**config.mk**
```make
export PLATFORM = sky130hd
export DESIGN_NAME = fetch_unit
export DESIGN_NICKNAME = d
export VERILOG_FILES = /design/src/rtl/fetch_pkg.sv /design/src/rtl/fetch_fifo.sv /design/src/rtl/fetch_unit.sv
export SDC_FILE = /design/constraint.sdc
export NUM_CORES = 1
export LEC_CHECK = 0
export BUFFER_PORTS_ARGS = -buffer_cell sky130_fd_sc_hd__buf_2
export CORE_UTILIZATION = 52
export CTS_CLUSTER_SIZE = 25
export DETAILED_ROUTE_END_ITERATION = 10
export GPL_ROUTABILITY_DRIVEN = 0
export PLACE_DENSITY = 0.76
export SYNTH_ARGS = -nofsm -noshare
export SYNTH_HDL_FRONTEND = slang
export SYNTH_SLANG_ARGS = --single-unit
```
**constraint.sdc**
```tcl
create_clock -name clk -period 3 [get_ports clk]
set_input_delay 0 -clock clk [delete_from_list [all_inputs] [get_ports clk]]
set_output_delay 0 -clock clk [all_outputs]
set_load 0.02 [all_outputs]
```
**src/rtl/fetch_pkg.sv**
```systemverilog
// Shared types and constants for the instruction fetch front end.
// Latency: none (types only); backpressure: n/a.
package fetch_pkg;

  localparam int XLEN        = 32;
  localparam int INSTR_BYTES = 4;

  typedef enum logic [1:0] {
    IDLE,
    REQ,
    WAIT,
    KILL
  } fetch_state_t;

  typedef struct packed {
    logic [XLEN-1:0] instr;
    logic [XLEN-1:0] pc;
  } fetch_entry_t;

endpackage

```
**src/rtl/fetch_fifo.sv**
```systemverilog
// Instruction buffer of fetch_entry_t with zero-latency head read and single-cycle flush.
// Latency: push visible at head next cycle; backpressure: caller must not push when full without a pop.
module fetch_fifo
  import fetch_pkg::*;
#(
  parameter int DEPTH = 2
) (
  input  logic                   clk,
  input  logic                   rst_n,
  input  logic                   push,
  input  fetch_entry_t           push_dat,
  input  logic                   pop,
  input  logic                   flush,
  output fetch_entry_t           head_dat,
  output logic                   full,
  output logic                   empty,
  output logic [$clog2(DEPTH):0] count
);

  localparam int AW = $clog2(DEPTH);

  fetch_entry_t  mem_q [DEPTH];
  fetch_entry_t  mem_d [DEPTH];
  logic [AW-1:0] wr_ptr_q, wr_ptr_d;
  logic [AW-1:0] rd_ptr_q, rd_ptr_d;
  logic [AW:0]   count_q, count_d;

  always_comb begin
    mem_d    = mem_q;
    wr_ptr_d = wr_ptr_q;
    rd_ptr_d = rd_ptr_q;
    count_d  = count_q;
    if (flush) begin
      wr_ptr_d = '0;
      rd_ptr_d = '0;
      count_d  = '0;
    end else begin
      if (push) begin
        mem_d[wr_ptr_q] = push_dat;
        wr_ptr_d        = wr_ptr_q + 1'b1;
      end
      if (pop) begin
        rd_ptr_d = rd_ptr_q + 1'b1;
      end
      count_d = count_q + {{AW{1'b0}}, push} - {{AW{1'b0}}, pop};
    end
  end

  always_ff @(posedge clk or negedge rst_n) begin
    if (!rst_n) begin
      for (int i = 0; i < DEPTH; i++) begin
        mem_q[i] <= '0;
      end
      wr_ptr_q <= '0;
      rd_ptr_q <= '0;
      count_q  <= '0;
    end else begin
      mem_q    <= mem_d;
      wr_ptr_q <= wr_ptr_d;
      rd_ptr_q <= rd_ptr_d;
      count_q  <= count_d;
    end
  end

  assign empty    = (count_q == '0);
  assign full     = (count_q == (AW+1)'(DEPTH));
  assign count    = count_q;
  assign head_dat = empty ? '0 : mem_q[rd_ptr_q];

endmodule

```
**src/rtl/fetch_unit.sv**
```systemverilog
// Fetch front end: owns the PC, one outstanding imem request, buffers words, flushes on redirect (FETCH_PERF_CNT_EN adds counters).
// Latency: rvalid -> instr_valid +1 cycle, redirect -> new request +1 cycle; backpressure: requests stop while the buffer is full.
module fetch_unit #(
  parameter int              XLEN     = fetch_pkg::XLEN,
  parameter logic [XLEN-1:0] RESET_PC = '0,
  parameter int              DEPTH    = 2
) (
  input  logic            clk,
  input  logic            rst_n,
  output logic            imem_req,
  output logic [XLEN-1:0] imem_addr,
  input  logic            imem_gnt,
  input  logic            imem_rvalid,
  input  logic [XLEN-1:0] imem_rdata,
  output logic            instr_valid,
  output logic [XLEN-1:0] instr,
  output logic [XLEN-1:0] instr_pc,
  input  logic            instr_ready,
  input  logic            redirect,
  input  logic [XLEN-1:0] redirect_target
`ifdef FETCH_PERF_CNT_EN
  ,
  output logic [31:0]     perf_fetched,
  output logic [31:0]     perf_flushed
`endif
);

  import fetch_pkg::*;

  localparam int CW = $clog2(DEPTH) + 1;

  fetch_state_t    state_q, state_d;
  logic [XLEN-1:0] fetch_pc_q, fetch_pc_d;
  logic [XLEN-1:0] req_pc_q, req_pc_d;

  fetch_entry_t    push_entry, head_entry;
  logic            fifo_push, fifo_pop, fifo_full, fifo_empty;
  logic [CW-1:0]   fifo_count;

  logic [XLEN-1:0] redirect_pc;
  logic            granted;
  logic            rsp_live;
  logic            rsp_pending;

  assign redirect_pc = redirect_target & ~XLEN'(3);
  assign imem_req    = (state_q == REQ) && (fifo_count < CW'(DEPTH));
  assign imem_addr   = fetch_pc_q;
  assign granted     = imem_req && imem_gnt;
  assign rsp_live    = imem_rvalid && ((state_q == WAIT) || (state_q == KILL));

  // A response is still owed after this cycle if one was just granted or is outstanding and not returning now.
  assign rsp_pending = granted || (((state_q == WAIT) || (state_q == KILL)) && !imem_rvalid);

  assign instr_valid = !fifo_empty;
  assign fifo_pop    = instr_valid && instr_ready && !redirect;
  assign fifo_push   = (state_q == WAIT) && imem_rvalid && !redirect && (!fifo_full || fifo_pop);
  assign push_entry  = '{instr: imem_rdata, pc: req_pc_q};
  assign instr       = head_entry.instr;
  assign instr_pc    = head_entry.pc;

  always_comb begin
    state_d    = state_q;
    fetch_pc_d = fetch_pc_q;
    req_pc_d   = req_pc_q;
    case (state_q)
      IDLE: state_d = REQ;
      REQ: begin
        if (granted) begin
          req_pc_d   = fetch_pc_q;
          fetch_pc_d = fetch_pc_q + XLEN'(INSTR_BYTES);
          state_d    = WAIT;
        end
      end
      WAIT, KILL: begin
        if (imem_rvalid) state_d = REQ;
      end
      default: state_d = IDLE;
    endcase
    if (redirect) begin
      fetch_pc_d = redirect_pc;
      state_d    = rsp_pending ? KILL : REQ;
    end
  end

  always_ff @(posedge clk or negedge rst_n) begin
    if (!rst_n) begin
      state_q    <= IDLE;
      fetch_pc_q <= RESET_PC;
      req_pc_q   <= '0;
    end else begin
      state_q    <= state_d;
      fetch_pc_q <= fetch_pc_d;
      req_pc_q   <= req_pc_d;
    end
  end

  fetch_fifo #(
    .DEPTH(DEPTH)
  ) u_fifo (
    .clk     (clk),
    .rst_n   (rst_n),
    .push    (fifo_push),
    .push_dat(push_entry),
    .pop     (fifo_pop),
    .flush   (redirect),
    .head_dat(head_entry),
    .full    (fifo_full),
    .empty   (fifo_empty),
    .count   (fifo_count)
  );

`ifdef FETCH_PERF_CNT_EN
  logic [31:0] perf_fetched_q, perf_fetched_d;
  logic [31:0] perf_flushed_q, perf_flushed_d;

  // A redirect cycle costs one, plus every buffered entry and any response it drops.
  always_comb begin
    perf_fetched_d = perf_fetched_q + {31'b0, fifo_pop};
    perf_flushed_d = perf_flushed_q;
    if (redirect) begin
      perf_flushed_d = perf_flushed_q + 32'd1 + 32'(fifo_count) + {31'b0, rsp_live};
    end else if ((state_q == KILL) && imem_rvalid) begin
      perf_flushed_d = perf_flushed_q + 32'd1;
    end
  end

  always_ff @(posedge clk or negedge rst_n) begin
    if (!rst_n) begin
      perf_fetched_q <= '0;
      perf_flushed_q <= '0;
    end else begin
      perf_fetched_q <= perf_fetched_d;
      perf_flushed_q <= perf_flushed_d;
    end
  end

  assign perf_fetched = perf_fetched_q;
  assign perf_flushed = perf_flushed_q;
`endif

endmodule

```
==> results.md <==
* Status: finished clean
* PwrDens at 642 nW/um^2
* I/O pin total at 168
* Ys async rst share at 100%
* Area grow syn2layout at 26.1%
* Final min period at 2.43 ns
* Commonest non-fill, non-tap cell in the layout: dfrtp_1
* MaxCap Viol Count at 0
* IO buf count at 161
* Post-Syn Area at 8690 um^2
* Vias in the first global route at 6,529
* Global-route wire length before repair at 32,000 um
* H-tree levels at 4
* Post-DR wirelength/cell at 15.8 um
* Seq cells post-synth at 190
* Critical path arrival at 2.77 ns
* Synth warn at 0
* GRT Resource Usage Total at 23.3%
* FF-to-FF path depth at 4
* Crit-path max FO at 18
* Fmax at 412 MHz
* Sequential fraction of the synthesis area at 54.7%
* Final period util at 81.0%
* Hold depth at 5
* Type of destination of the critical path: flip-flop
* Num Clock Sinks at 190
* Iteration-0 DRC Markers at 346
* Core region area at 16,100 um^2
* Setup TNS at 0 ns
* Post-Syn Instances at 766
* Avg Cell Area, Syn at 11.4 um^2
* Ys flop type: dfrtp_1
* R2R Setup Slk at 0.57 ns
* Num CTS Buffers at 17
* FF-to-FF End: imem_addr[27]
* Gr ovfl total at 0
* Fraction of layout cells with a size suffix above 1 at 34.0%
* # rows at 46
* Worst rel slew slack at 27.5%
* Drt via density at 5.37
* Final wirelength at 19,100 um
* Worst min path class: in2reg
* Clk buf depth at 2
* Largest net degree at the start of global routing at 101
* Commonest cells after routing, fill and taps aside: 189 x dfrtp_1, 160 x buf_2, 124 x mux2_2
* RSZ-0062 raised after global routing: false
* First drt pass iteration count at 4
* Vias at 6,478
* Crit Path Category: reg2reg
* Crit Reg-Reg Startpoint: u_fifo.count[1]
* Die area at 17,200 um^2
* Die width at 131 um
* Hold path start: imem_gnt
* Root Driver: clkbuf_16
* Initial antenna violation count at 0
* Data required, critical path at 3.34 ns
* DRC at 0
* Unique masters post-synth at 36
* Clk_lat worst skew at 0.42 ns
* CTS tree: yes
* CTS clock-pin slew for the worst setup and hold paths at 0.07 ns
* Starting density of the core at 54.0%
* Post-synth EDFFs at 0
* Measured slew at the worst slew-check pin at 1.09 ns
* Antenna Cells at 0
* Chip height at 131 um
* Hold EP: imem_addr[8]
* Dpl hpwl at 12,100 um
* P_leak at 5.24 nW
* Worst hold slack at 0.120 ns
* Fin nets at 1,051
* Worst Skew at 0.00892 ns
* Type of origin of the critical path: flip-flop
* Hold Violations, Final at 0
* Number of nets still failing antenna checks after routing at 0
* Final setup fails at 0
* Worst vdd ir at 0.000408 V
* Post_cts resized at 0
* Final Max Slew Viols at 0
* Fill count at 1,256
## metal layers
| metal | up-vias | part of all wire [%] | track usage (%) |
|---|---|---|---|
| met2 | 182 | 50 | 39.7 |
| met1 | 3184 | 45 | 30.1 |
| li1 | 3090 | - | - |
| met3 | 22 | 4.1 | 4.09 |
| met4 | 0 | 1.3 | 8.01 |
| met5 | - | 0 | 0 |
## worst max path at each step
stage,startpoint,to,slack (ns),cells past startpoint
detailed placement,u_fifo.count[1],imem_addr[27],0.60,4
finish,u_fifo.count[1],imem_addr[27],0.57,4
global route,imem_addr[3],imem_addr[22],0.42,5
CTS,u_fifo.count[1],imem_addr[27],0.59,4
floorplan,imem_addr[2],imem_addr[18],0.79,7
global placement,u_fifo.count[1],imem_addr[27],0.63,4
## state kept, by name (all words and copies together) (netlist names)
name	flops
u_fifo.mem_q	124
imem_addr	30
u_fifo.wr_ptr_q	1
req_pc_q	30
state_q	2
u_fifo.rd_ptr_q	1
u_fifo.count	2
## Yosys cell counts, types with 5 or more instances
cell type	count	area share, %
a31oi_1	19	1.4
buf_1	6	0.26
buf_2	8	0.46
clkbuf_1	34	1.5
dfrtp_1	190	55
inv_1	11	0.47
mux2_2	124	16
mux2i_1	63	7.3
nand2_1	102	4.4
nand3_1	14	0.81
nand4_1	8	0.58
nor2_1	87	3.8
o21ai_0	22	1.3
o31ai_1	13	1.1
or3_1	6	0.43
or4_1	17	1.5
xnor2_1	6	0.60
xor2_1	5	0.50
## worst max-delay path, cell delays in order (launching register included)
cell,delay [ns]
dfrtp_1,0.48
nand4bb_4,0.28
or4_1,0.83
or4_1,0.58
a31oi_1,0.16
## timing repair
action	CTS	global route
hold endpoints to repair	194	0
setup buffers	0	0
hold buffers	66	0
## through the flow
step	util, %	area [um^2]	setup slack (ns)	total power, mW	instances
5_1_grt	68.0	11000	0.419	7.43	1206
6_report	68.0	11000	0.571	7.04	1206
3_5_place_dp	60.4	9730	0.595	4.85	1109
2_1_floorplan	-	8710	0.791	4.39	769
3_3_place_gp	60.4	9730	0.627	4.76	1109
4_1_cts	68.0	11000	0.585	7.10	1206
## where the power goes
| part | switching, mW | leakage [nW] | internal, mW | total, mW |
|---|---|---|---|---|
| Sequential | 0.405 | 2.47 | 3.14 | 3.54 |
| Combinational | 0.641 | 2.49 | 0.686 | 1.33 |
| Clock | 0.912 | 0.281 | 1.26 | 2.17 |
| Total | 1.96 | 5.24 | 5.09 | 7.04 |
## cells by family (layout without fill, tap and decap cells)
group                    Yosys count  count (layout)  synth area share, %
AO/OA/AOI/OAI                     60              60                 4.36
buffers and inverters             63             284                 3.01
XOR/XNOR                          11              11                 1.11
AND/OR/NAND/NOR                  251             251                 13.1
adder cells (fa/ha/maj)            3               3                0.432
other                              1               4               0.0431
multiplexers                     187             187                 23.3
flip-flops                       190             190                 54.7
## layout make-up
type                       instances  area, um^2  share of cell area (%)
timing repair buffer             242        1610                    14.7
clock buffer                      20         457                    4.17
inverter                          11        41.3                   0.377
sequential                       190        4760                    43.4
tap                              216         270                    2.46
clock inverter                    11         118                    1.07
multi-input combinational        516        3710                    33.8
No activity file was read; power rests on OpenSTA's default activity.
